==> config.mk <==
export PLATFORM = sky130hd
export DESIGN_NAME = cnt_seq_flat
export DESIGN_NICKNAME = d
export VERILOG_FILES = /design/src/rtl/cnt_seq_pkg.sv /design/src/rtl/cnt_seq_if.sv /design/src/rtl/cnt_seq_model.sv /design/src/rtl/cnt_seq.sv /design/src/flat_wrapper.sv
export SDC_FILE = /design/constraint.sdc
export NUM_CORES = 1
export LEC_CHECK = 0
export CAP_MARGIN = 20
export CELL_PAD_IN_SITES_DETAIL_PLACEMENT = 0
export CELL_PAD_IN_SITES_GLOBAL_PLACEMENT = 1
export CORE_MARGIN = 2
export CORE_UTILIZATION = 39
export DETAILED_ROUTE_END_ITERATION = 10
export GPL_TIMING_DRIVEN = 1
export PLACE_DENSITY = 0.9
export SLEW_MARGIN = 20
export SYNTH_ARGS = -nofsm -noshare
export SYNTH_HDL_FRONTEND = slang
export SYNTH_HIERARCHICAL = 1
export SYNTH_SLANG_ARGS = --single-unit
==> constraint.sdc <==
create_clock -name clk -period 4.6 [get_ports clk]
set_input_delay 0.92 -clock clk [delete_from_list [all_inputs] [get_ports clk]]
set_output_delay 0.92 -clock clk [all_outputs]
set_load 0.01 [all_outputs]
==> src/rtl/cnt_seq_pkg.sv <==
// rtl/cnt_seq_pkg.sv - shared encodings and helpers for the counter command sequencer
package cnt_seq_pkg;

    typedef enum logic {
        OP_LOAD = 1'b0,
        OP_INC  = 1'b1
    } op_e;

    typedef enum logic {
        IDLE = 1'b0,
        INC  = 1'b1
    } state_e;

    localparam int ERR_CNT_W = 8;

    function automatic logic [ERR_CNT_W-1:0] sat_inc(input logic [ERR_CNT_W-1:0] v);
        return (v == {ERR_CNT_W{1'b1}}) ? v : v + ERR_CNT_W'(1);
    endfunction

endpackage

==> src/rtl/cnt_seq_if.sv <==
// rtl/cnt_seq_if.sv - request channel plus counter drive/observe signals of cnt_seq
interface cnt_seq_if #(
    parameter int N = 8
) ();
    logic                               req_valid;
    logic                               req_ready;
    logic                               req_op;
    logic [N-1:0]                       req_arg;
    logic                               cmd;
    logic [N-1:0]                       data;
    logic [N-1:0]                       dout_in;
    logic [N-1:0]                       exp;
    logic                               err;
    logic [cnt_seq_pkg::ERR_CNT_W-1:0]  err_cnt;

    modport master (
        output req_valid, req_op, req_arg, dout_in,
        input  req_ready, cmd, data, exp, err, err_cnt
    );

    modport slave (
        input  req_valid, req_op, req_arg, dout_in,
        output req_ready, cmd, data, exp, err, err_cnt
    );
endinterface

==> src/rtl/cnt_seq_model.sv <==
// rtl/cnt_seq_model.sv - expected-value tracker and dout checker
// Checker, err and err_cnt exist only when CNT_SEQ_CHECK_EN is defined.
module cnt_seq_model
    import cnt_seq_pkg::*;
#(
    parameter int N = 8
) (
    input  logic                 clk,
    input  logic                 rst,
    input  logic                 cmd,
    input  logic [N-1:0]         data,
    input  logic [N-1:0]         dout_in,
    output logic [N-1:0]         exp,
    output logic [N-1:0]         exp_d,
    output logic                 err,
    output logic [ERR_CNT_W-1:0] err_cnt
);
    logic [N-1:0] exp_q;

    // Mirrors the counter: wraps naturally at 2^N.
    always_comb begin
        exp_d = cmd ? exp_q + N'(1) : data;
    end

    always_ff @(posedge clk or negedge rst) begin
        if (!rst) begin
            exp_q <= '0;
        end else begin
            exp_q <= exp_d;
        end
    end

    assign exp = exp_q;

`ifdef CNT_SEQ_CHECK_EN
    logic                 err_q;
    logic                 err_d;
    logic [ERR_CNT_W-1:0] err_cnt_q;
    logic [ERR_CNT_W-1:0] err_cnt_d;
    logic                 mismatch;

    always_comb begin
        mismatch  = (dout_in != exp_q);
        err_d     = err_q | mismatch;
        err_cnt_d = mismatch ? sat_inc(err_cnt_q) : err_cnt_q;
    end

    always_ff @(posedge clk or negedge rst) begin
        if (!rst) begin
            err_q     <= 1'b0;
            err_cnt_q <= '0;
        end else begin
            err_q     <= err_d;
            err_cnt_q <= err_cnt_d;
        end
    end

    assign err     = err_q;
    assign err_cnt = err_cnt_q;
`else
    logic [N-1:0] unused_dout;
    assign unused_dout = dout_in;
    assign err         = 1'b0;
    assign err_cnt     = '0;
`endif

endmodule

==> src/rtl/cnt_seq.sv <==
// rtl/cnt_seq.sv - command sequencer for a loadable up-counter (LOAD / INC xM requests)
// Optional dout checking is enabled by CNT_SEQ_CHECK_EN.
module cnt_seq
    import cnt_seq_pkg::*;
#(
    parameter int N = 8
) (
    input logic       clk,
    input logic       rst,
    cnt_seq_if.slave  bus
);
    state_e       state_q, state_d;
    logic [N-1:0] rem_q, rem_d;
    logic         cmd_q, cmd_d;
    logic [N-1:0] data_q, data_d;
    logic [N-1:0] exp_d;
    logic         accept;

    assign accept = bus.req_valid && (state_q == IDLE);

    // Default drive is a hold: reload the counter with the value it is about to take.
    always_comb begin
        state_d = state_q;
        rem_d   = rem_q;
        cmd_d   = 1'b0;
        data_d  = exp_d;
        case (state_q)
            IDLE: begin
                if (accept) begin
                    if (op_e'(bus.req_op) == OP_LOAD) begin
                        data_d = bus.req_arg;
                    end else if (bus.req_arg != '0) begin
                        cmd_d  = 1'b1;
                        data_d = data_q;
                        if (bus.req_arg != N'(1)) begin
                            rem_d   = bus.req_arg - N'(1);
                            state_d = INC;
                        end
                    end
                end
            end
            INC: begin
                cmd_d  = 1'b1;
                data_d = data_q;
                rem_d  = rem_q - N'(1);
                if (rem_q == N'(1)) begin
                    state_d = IDLE;
                end
            end
            default: state_d = IDLE;
        endcase
    end

    always_ff @(posedge clk or negedge rst) begin
        if (!rst) begin
            state_q <= IDLE;
            rem_q   <= '0;
            cmd_q   <= 1'b0;
            data_q  <= '0;
        end else begin
            state_q <= state_d;
            rem_q   <= rem_d;
            cmd_q   <= cmd_d;
            data_q  <= data_d;
        end
    end

    assign bus.req_ready = (state_q == IDLE);
    assign bus.cmd       = cmd_q;
    assign bus.data      = data_q;

    cnt_seq_model #(.N(N)) u_model (
        .clk     (clk),
        .rst     (rst),
        .cmd     (cmd_q),
        .data    (data_q),
        .dout_in (bus.dout_in),
        .exp     (bus.exp),
        .exp_d   (exp_d),
        .err     (bus.err),
        .err_cnt (bus.err_cnt)
    );

endmodule

==> src/flat_wrapper.sv <==
// flat-port wrapper written by rule: the top's interface ports become plain ports
module cnt_seq_flat import cnt_seq_pkg::*;
#(
    parameter int N = 8
)
  (clk, rst, bus_req_valid, bus_req_op, bus_req_arg, bus_dout_in, bus_req_ready, bus_cmd, bus_data, bus_exp, bus_err, bus_err_cnt);
  cnt_seq_if #(.N(N)) bus_i ();
  input logic clk;
  input logic rst;
  input wire logic [$bits(bus_i.req_valid)-1:0] bus_req_valid;
  input wire logic [$bits(bus_i.req_op)-1:0] bus_req_op;
  input wire logic [$bits(bus_i.req_arg)-1:0] bus_req_arg;
  input wire logic [$bits(bus_i.dout_in)-1:0] bus_dout_in;
  output wire logic [$bits(bus_i.req_ready)-1:0] bus_req_ready;
  output wire logic [$bits(bus_i.cmd)-1:0] bus_cmd;
  output wire logic [$bits(bus_i.data)-1:0] bus_data;
  output wire logic [$bits(bus_i.exp)-1:0] bus_exp;
  output wire logic [$bits(bus_i.err)-1:0] bus_err;
  output wire logic [$bits(bus_i.err_cnt)-1:0] bus_err_cnt;
  assign bus_i.req_valid = bus_req_valid;
  assign bus_i.req_op = bus_req_op;
  assign bus_i.req_arg = bus_req_arg;
  assign bus_i.dout_in = bus_dout_in;
  assign bus_req_ready = bus_i.req_ready;
  assign bus_cmd = bus_i.cmd;
  assign bus_data = bus_i.data;
  assign bus_exp = bus_i.exp;
  assign bus_err = bus_i.err;
  assign bus_err_cnt = bus_i.err_cnt;
  cnt_seq #(.N(N)) u_core (.clk(clk), .rst(rst), .bus(bus_i));
endmodule
## After elaboration in Yosys (flattened, before gate mapping)

Cells that the tools add are included.

- Flip-flop bits (word level): 26
- Input port bits: 20
- Output and inout port bits: 27
- Word-level logic and storage cells: 40

- $add $sub $neg: 3
- Eq/ne operators: 7
- Muxes and demuxes: 20
- Bitwise gates (word level): 1
- Reductions and logical operators: 4

Operators with widths:

| cell | count |
|---|---|
| $mux 8 | 9 |
| $pmux 8 s2 | 1 |
| $sub 8x1->8 const B | 2 |
| $add 8x1->8 const B | 1 |
| $eq 8x1->1 const B | 1 |
| $mux 1 | 8 |
| $ne 8x1->1 const B | 1 |
| $reduce_bool 8->1 | 1 |
| $ne 2x1->1 const B | 3 |
| $ne 4x4->1 const B | 1 |
| $pmux 1 s2 | 2 |
| $reduce_and 4->1 | 1 |
| $ne 2x2->1 const B | 1 |
| $reduce_and 2->1 | 1 |
| $logic_and 1x1->1 | 1 |
| $not 1->1 | 1 |

## Logic depth before layout (Yosys ltp)

Gate-level depths: netlist (run 1).

- Depth after elaboration: 6
- Depth in mapped cells: 7
- Mapped depth without buffers: 6

## Hierarchy

Netlist (run 1), hierarchy kept.

Modules (own cells, without submodules):

| module | instances | cells an instance | area each (sq um) | seq. area each (sq um) |
|---|---|---|---|---|
| cnt_seq | 1 | 107 | 1164.9 | 450.4 |
| cnt_seq_model | 1 | 50 | 462.9 | 200.2 |

## Worst setup path before layout (run 1)

Ideal clock, no wire load.

- Path kind: in2reg
- Start: input bus_req_arg[0]
- End: register u_core.rem_q[5]
- Setup time: 0.118 ns
- Data arrival time: 2.314 ns
- Required time: 4.482 ns
- Path slack: 2.168 ns
- Stages on the path: 7
- Buffers on the path: 1
- Cell sequence: inv_1 -> ha_1 -> or2_2 -> a31o_2 -> buf_4 -> a311o_1 -> a21o_1

- Word-level cells in the longest chain between the ends: 6
- Elaborated cells between the ends (all ways): 11
- Those cells by class: add/sub (1); eq/ne (3); mux (5); reduce/logical (2)

Ends and longest elaborated chain:

| item | line | source |
|---|---|---|
| start, declared | flat_wrapper.sv:12 | `input wire logic [$bits(bus_i.req_arg)-1:0] bus_req_arg;` |
| $sub 8x1->8 | cnt_seq.sv:36 | `rem_d = bus.req_arg - N'(1);` |
| $mux 8 | cnt_seq.sv:35 | `if (bus.req_arg != N'(1)) begin` |
| $mux 8 | cnt_seq.sv:32 | `end else if (bus.req_arg != '0) begin` |
| $mux 8 | cnt_seq.sv:30 | `if (op_e'(bus.req_op) == OP_LOAD) begin` |
| $mux 8 | cnt_seq.sv:29 | `if (accept) begin` |
| $pmux 8 s2 | cnt_seq.sv:27 | `case (state_q)` |
| end signal, assigned | cnt_seq.sv:62 | `rem_q <= rem_d;` |
| end, declared | cnt_seq.sv:13 | `logic [N-1:0] rem_q, rem_d;` |

Parallel ways exist; a longest one is shown, timed or not. The select of a mux whose other input is x is not followed.
A chain may end at the register's enable or synchronous reset.

## Worst setup path after layout (run 1)

Ends and elaborated chain as after synthesis.

==> impl_metrics.tcl, run 1 <==
set metrics [dict create \
    synth_area_leaders "dfrtp_1 (40%), mux2_2 (12%), mux2i_1 (4.9%)" \
    grt_pass1_wl_um 5464 \
    ys_seq_area_share_pct 39.97 \
    synth_top_area_share_pct 39.97 \
    cts_buffers 3 \
    drive_gt1_share_pct 16.13 \
    antenna_found_initial 0 \
    ys_ff_latch 26 \
    row_count 23 \
    fin_crit_sh_pct 59.78 \
    nets 213 \
    design.core.area_um2 4000 \
    cts_setup_buffers 0 \
    critical_path.cell_chain "clkdlybuf4s50_1, inv_1, ha_1, or2_2, a31o_2, a311o_1, a21o_1" \
    cts_hold_buf 0 \
    clockBufferDepth 2 \
    synth_warnings 6 \
    cp-start-kind "input port" \
    critical_path.max_stage_delay_ps 530 \
    critical_path.slowest_cell "clkdlybuf4s50_1" \
    grt_max_degree 27 \
    cts.sinks 26 \
    whs_endpoint "u_core/bus.data[1]" \
    cts_resized 0 \
    power_leakage_nw 0.8524 \
    h-tree-depth 1 \
    hold_violations 0 \
    clk_latency_ps 270 \
    place_ws_ps 1565 \
    path_clk_slew_ps 100 \
    powerDensity_nw_per_um2 658.9 \
    final.setup_skew_ps 6.210 \
    rsz0062_at_grt "false" \
    setup_viol 0 \
    worstPathMaxFanout 9 \
    min_path_cells 1 \
    place_inst 232 \
    yosys.area.top_type "dfrtp_1" \
    gp_congestion 0.7514 \
    crit_type "input port to register" \
    placed_area_um2 1932 \
    diodes 0 \
    synth_top_family_by_area "multiplexers" \
    wl_met3_um 78 \
    reg2reg_to "u_core/bus.data[3]" \
    via_per_inst 5.042 \
    die_h_um 68.61 \
    timing.final.max_slew_violations 0 \
    max-slew-margin-rel_pct 51.95 \
    initial_core_util_pct 40.69 \
    num_io_pins 47 \
    setup_slack_ps 1850 \
    fin_cells 236 \
    max_freq_ghz 0.3636 \
    ant_nets 0 \
    grt_pass1_vias 1117 \
    fin_tns_setup_ps 0 \
    io_buffers 29 \
    detailroute.via_count 1190 \
    ir_drop_mv 0.3079 \
    status "finished, final reports clean" \
    overflow 0 \
    cts_tree "yes" \
    routed_wl_um 3294 \
    muxShareOfSynthArea_pct 16.68 \
    netlist_area_um2 1628 \
    ff2ff_path_depth 3 \
    hold_path.startpoint "u_core/bus.data[1]" \
    critPathRequiredTime_ps 4760 \
    die-area_um2 4707 \
    fin_area_um2 2003 \
    fin_crit_ps 2750 \
    die_w_um 68.61 \
    synth-simple-area-share_pct 15.83 \
    maxCapViolations 0 \
    hpwl_um 2426 \
    grtUsageTotal_pct 15.67 \
    synth_xor_area_share_pct 6.457 \
    drc 0 \
    avgSynthCellArea_um2 10.37 \
    wirelength_met1_um 1575 \
    wire_per_inst_um 13.96 \
    drt_iter0_markers 67 \
    critical_path_arrival_ps 2920 \
    top_layer_used "met4" \
    wl_met2_um 1606 \
    yosys.cell_types.count 37 \
    synthCells 157 \
    dr.pass1.iters 4 \
    tightest_slew_ps 717.7 \
    critPathCaptureType "register" \
    synth_fa_ha_area_share_pct 4.612 \
    root_buffer "clkbuf_8" \
    rrSetupSlack_ps 2560 \
    hold_class "register to register" \
    synthToLayoutAreaGrowth_pct 23.06 \
    rr_startpoint "u_core/state_q" \
    synth_compound_area_share_pct 9.301 \
]
[where the power goes]
| group | internal [W] | switching [W] | total, W |
|---|---|---|---|
| registers | 0.000345 | 0.000143 | 0.000488 |
| clock network | 0.000116 | 0.0000743 | 0.000191 |
| logic | 0.000381 | 0.000260 | 0.000641 |
| total | 0.000843 | 0.000477 | 0.00132 |
[cell usage after synthesis]
| cell | instances |
|---|---|
| dfrtp_1 | 26 |
| mux2_2 | 17 |
| buf_4 | 10 |
| nand2_1 | 10 |
| nor2_1 | 10 |
| mux2i_1 | 8 |
| xor2_1 | 8 |
| inv_1 | 7 |
| o21ai_0 | 7 |
| ha_1 | 6 |
| a21oi_1 | 4 |
| a31oi_1 | 4 |
| nor3b_1 | 4 |
| or3_1 | 4 |
| xnor2_1 | 4 |
| clkbuf_1 | 3 |
| a221o_1 | 2 |
| nand3_1 | 2 |
| nor2b_1 | 2 |
| nor4b_1 | 2 |
| a21o_1 | 1 |
| a311o_1 | 1 |
| a31o_2 | 1 |
| conb_1 | 1 |
| nand2b_1 | 1 |
| nand3_2 | 1 |
| nand4_1 | 1 |
| nor2_2 | 1 |
| nor3_1 | 1 |
| nor3b_2 | 1 |
| nor4_2 | 1 |
| o21a_1 | 1 |
| o21bai_1 | 1 |
| o311a_1 | 1 |
| or2_2 | 1 |
| or3_4 | 1 |
| or4_4 | 1 |
[per-layer routing]
metal | track usage, % | vias to the layer above
met2 | 24.40 | 19
li1 | - | 591
met1 | 22.40 | 578
met4 | 6.000 | 0
met5 | 0 | -
met3 | 1.461 | 2
[worst max-delay path by stage]
stage	slack [ps]	endpoint	depth (start not counted)	startpoint
floorplan	2170	u_core/rem_q[5]	7	bus_req_arg[0]
global placement	1580	u_core/rem_q[5]	7	bus_req_arg[0]
detailed placement	1560	u_core/rem_q[5]	7	bus_req_arg[0]
CTS	1850	u_core/rem_q[5]	7	bus_req_arg[0]
global route	1770	u_core/rem_q[5]	7	bus_req_arg[0]
finish	1850	u_core/rem_q[5]	7	bus_req_arg[0]
[metrics by stage]
step / power, W / hold slack, ps / util, %
final: 0.001320 / 540.6 / 50.08
after global routing: 0.001436 / 568.2 / 50.08
after CTS: 0.001332 / 546.4 / 50.08
after detailed placement: 0.001137 / 524.0 / 48.30
after global placement: 0.001119 / 520.1 / 48.30
after floorplan: 0.0008844 / 494.2 / -
[placed cells by master, fill, tap and decap left out, types with 3 or more instances in the layout]
cell,n
mux2i_1,8
nor2_1,10
o21ai_0,7
or3_1,4
xor2_1,8
nand2_1,10
inv_1,7
a21oi_1,4
clkbuf_8,3
nor3b_1,4
a31oi_1,4
mux2_2,17
conb_1,9
ha_1,6
clkdlybuf4s50_1,29
xnor2_1,4
dfrtp_1,26
[kinds of logic after synthesis]
logic type | count (synthesis)
AOI/OAI and AO/OA | 23
xor gates and xnor gates | 12
adders and majority gates | 6
buffers and inverters | 20
DFF | 26
muxes | 25
other | 1
and+or+nand+nor | 44
[sequential cells by signal, indices dropped and copies added, names as in the netlist]
signal              count
u_core/bus.cmd          1
u_core/bus.data         8
u_core/rem_q            8
u_core/state_q          1
u_core/u_model/exp      8
[area by class of cell]
cell class,instances,area (um^2)
Clock buffer,3,41.29
Clock inverter,1,30.03
Fill cell,404,1997
Inverter,7,26.28
Multi-Input combinational cell,119,894.6
Sequential cell,26,650.6
Tap cell,50,62.56
Timing Repair Buffer,30,297.8
[critical path: cells and delay by family]
kind,cells,cell delay (ps)
and+or+nand+nor,1,290
AOI/OAI and AO/OA,3,880
adders and majority gates,1,210
buffers and inverters,2,620
(Power assumes the default switching activity.)
==> run 2, diff against run 1 <==
--- a/config.mk
+++ b/config.mk
@@ -9,10 +9,10 @@
 export CELL_PAD_IN_SITES_DETAIL_PLACEMENT = 0
 export CELL_PAD_IN_SITES_GLOBAL_PLACEMENT = 1
 export CORE_MARGIN = 2
-export CORE_UTILIZATION = 39
+export CORE_UTILIZATION = 36
 export DETAILED_ROUTE_END_ITERATION = 10
 export GPL_TIMING_DRIVEN = 1
-export PLACE_DENSITY = 0.9
+export PLACE_DENSITY = 0.85
 export SLEW_MARGIN = 20
 export SYNTH_ARGS = -nofsm -noshare
 export SYNTH_HDL_FRONTEND = slang
==> constraint.sdc (replaced) <==
create_clock -name clk -period 2.75 [get_ports clk]
set_input_delay 0.55 -clock clk [delete_from_list [all_inputs] [get_ports clk]]
set_output_delay 0.55 -clock clk [all_outputs]
set_load 0.01 [all_outputs]
==> run 2 against run 1 <==
Compared with the run above: final area increased by 2.0%; core utilization decreased by 3.2 points; clock skew about the same.
==> impl_metrics.tcl, run 2 (synthesis gave the netlist of run 1 again) <==
set metrics [dict create \
    status "finished, final reports clean" \
    ff2ff_path_depth 6 \
    ant_nets 0 \
    place_inst 239 \
    grt_pass1_wl_um 5616 \
    placed_area_um2 1972 \
    nets 218 \
    routed_wl_um 3409 \
    drc 0 \
    fin_area_um2 2043 \
    critical_path.cell_chain "clkdlybuf4s50_1, inv_1, ha_1, or2_2, a31o_2, a311o_1, a21o_1" \
    cp-start-kind "input port" \
    fill_cells 405 \
    drive_gt1_share_pct 18.32 \
    dr.pass1.iters 4 \
    cts_hold_buf 0 \
    fin_util_pct 46.93 \
    setup_viol 0 \
    clk_latency_ps 270 \
    synthToLayoutAreaGrowth_pct 25.52 \
    hold_class "register to register" \
    hold_violations 0 \
    die_h_um 71.25 \
    critPathCaptureType "register" \
    crit_type "input port to register" \
    h-tree-depth 1 \
    fin_tns_setup_ps 0 \
    grt_pass1_vias 1138 \
    cts_setup_buffers 0 \
    root_buffer "clkbuf_8" \
    cts_tree "yes" \
    num_io_pins 47 \
    cts.sinks 26 \
    hpwl_um 2539 \
    initial_core_util_pct 37.39 \
    via_per_inst 4.955 \
    final_common_cell "clkdlybuf4s50_1" \
    final_cell_mix "clkdlybuf4s50_1 (29), dfrtp_1 (26), mux2_2 (17)" \
    timing.final.max_slew_violations 0 \
    io_buffers 29 \
    fin_crit_sh_pct 84.64 \
    rr_startpoint "u_core/rem_q[0]" \
    critical_path_cell_count 7 \
    die-area_um2 5076 \
    maxCapViolations 0 \
    gp_congestion 0.7491 \
    row_count 24 \
    cts_resized 0 \
    critical_path.slowest_cell "clkdlybuf4s50_1" \
    worstPathMaxFanout 6 \
    antenna_found_initial 0 \
    path_clk_slew_ps 100 \
    cp-startpoint "bus_req_arg[0]" \
    detailroute.via_count 1204 \
    grtUsageTotal_pct 14.03 \
    drt_iter0_markers 88 \
    cp_top_family "compound AO/OA/AOI/OAI gates" \
    fin_crit_ps 2328 \
    final.setup_skew_ps 6.629 \
    die_w_um 71.25 \
    powerDensity_nw_per_um2 1095 \
    rsz0062_at_grt "false" \
    critical_path.max_stage_delay_ps 530 \
    cts_buffers 3 \
    critical_path_arrival_ps 2490 \
    critPathBufInv 2 \
    rrSetupSlack_ps 920 \
    overflow 0 \
    reg2reg_to "u_core/rem_q[6]" \
    fin_cells 243 \
    ir_drop_mv 0.3398 \
    grt_max_degree 27 \
    crit_path_end "u_core/rem_q[5]" \
    max_freq_ghz 0.4296 \
    design.core.area_um2 4354 \
    diodes 0 \
    clockBufferDepth 2 \
    power_leakage_nw 0.8767 \
    wire_per_inst_um 14.03 \
    critPathRequiredTime_ps 2920 \
]
[run 2: area by class of cell]
class / count / area (um^2) / area share (%)
Inverter: 7 / 26.28 / 1.286
Clock inverter: 1 / 30.03 / 1.470
Sequential cell: 26 / 650.6 / 31.84
Timing Repair Buffer: 35 / 335.3 / 16.41
Clock buffer: 3 / 41.29 / 2.021
Tap cell: 52 / 65.06 / 3.184
Multi-Input combinational cell: 119 / 894.6 / 43.78
[run 2: how the worst min path moves through the flow]
| stage | end | start | slack [ps] | cells past startpoint |
|---|---|---|---|---|
| final | u_core/bus.data[2] | u_core/bus.data[2] | 540 | 1 |
| after global routing | u_core/bus.data[2] | u_core/bus.data[2] | 570 | 1 |
| after CTS | u_core/bus.data[2] | u_core/bus.data[2] | 550 | 1 |
| after detailed placement | u_core/bus.data[2] | u_core/bus.data[2] | 530 | 1 |
| after global placement | u_core/bus.data[2] | u_core/bus.data[2] | 520 | 1 |
| after floorplan | u_core/bus.cmd | rst | 250 | 0 |
[run 2: routing by layer]
| metal | track usage [%] | wire (um) | vias to the layer above | part of all wire (%) |
|---|---|---|---|---|
| met2 | 22.53 | 1654 | 24 | 49 |
| li1 | - | - | 599 | - |
| met4 | 4.612 | 37 | 0 | 1.1 |
| met5 | 0 | 0 | - | 0 |
| met3 | 2.250 | 111 | 2 | 3.3 |
| met1 | 19.42 | 1606 | 579 | 47 |
[run 2: report_power, final]
| group | total, W | leakage [nW] | switching (W) | internal (W) |
|---|---|---|---|---|
| registers | 0.000786 | 0.298 | 0.000208 | 0.000578 |
| logic | 0.00113 | 0.543 | 0.000473 | 0.000657 |
| clock network | 0.000322 | 0.0357 | 0.000127 | 0.000195 |
| total | 0.00224 | 0.877 | 0.000808 | 0.00143 |
[run 2: through the flow]
stage,hold slack (ps),worst slack (ps),total power (W)
floorplan,254.4,687.9,0.001479
global placement,519.4,153.3,0.001902
detailed placement,526.2,139.5,0.001930
CTS,549.2,434.6,0.002255
global route,574.7,306.2,0.002421
finish,543.1,422.4,0.002238
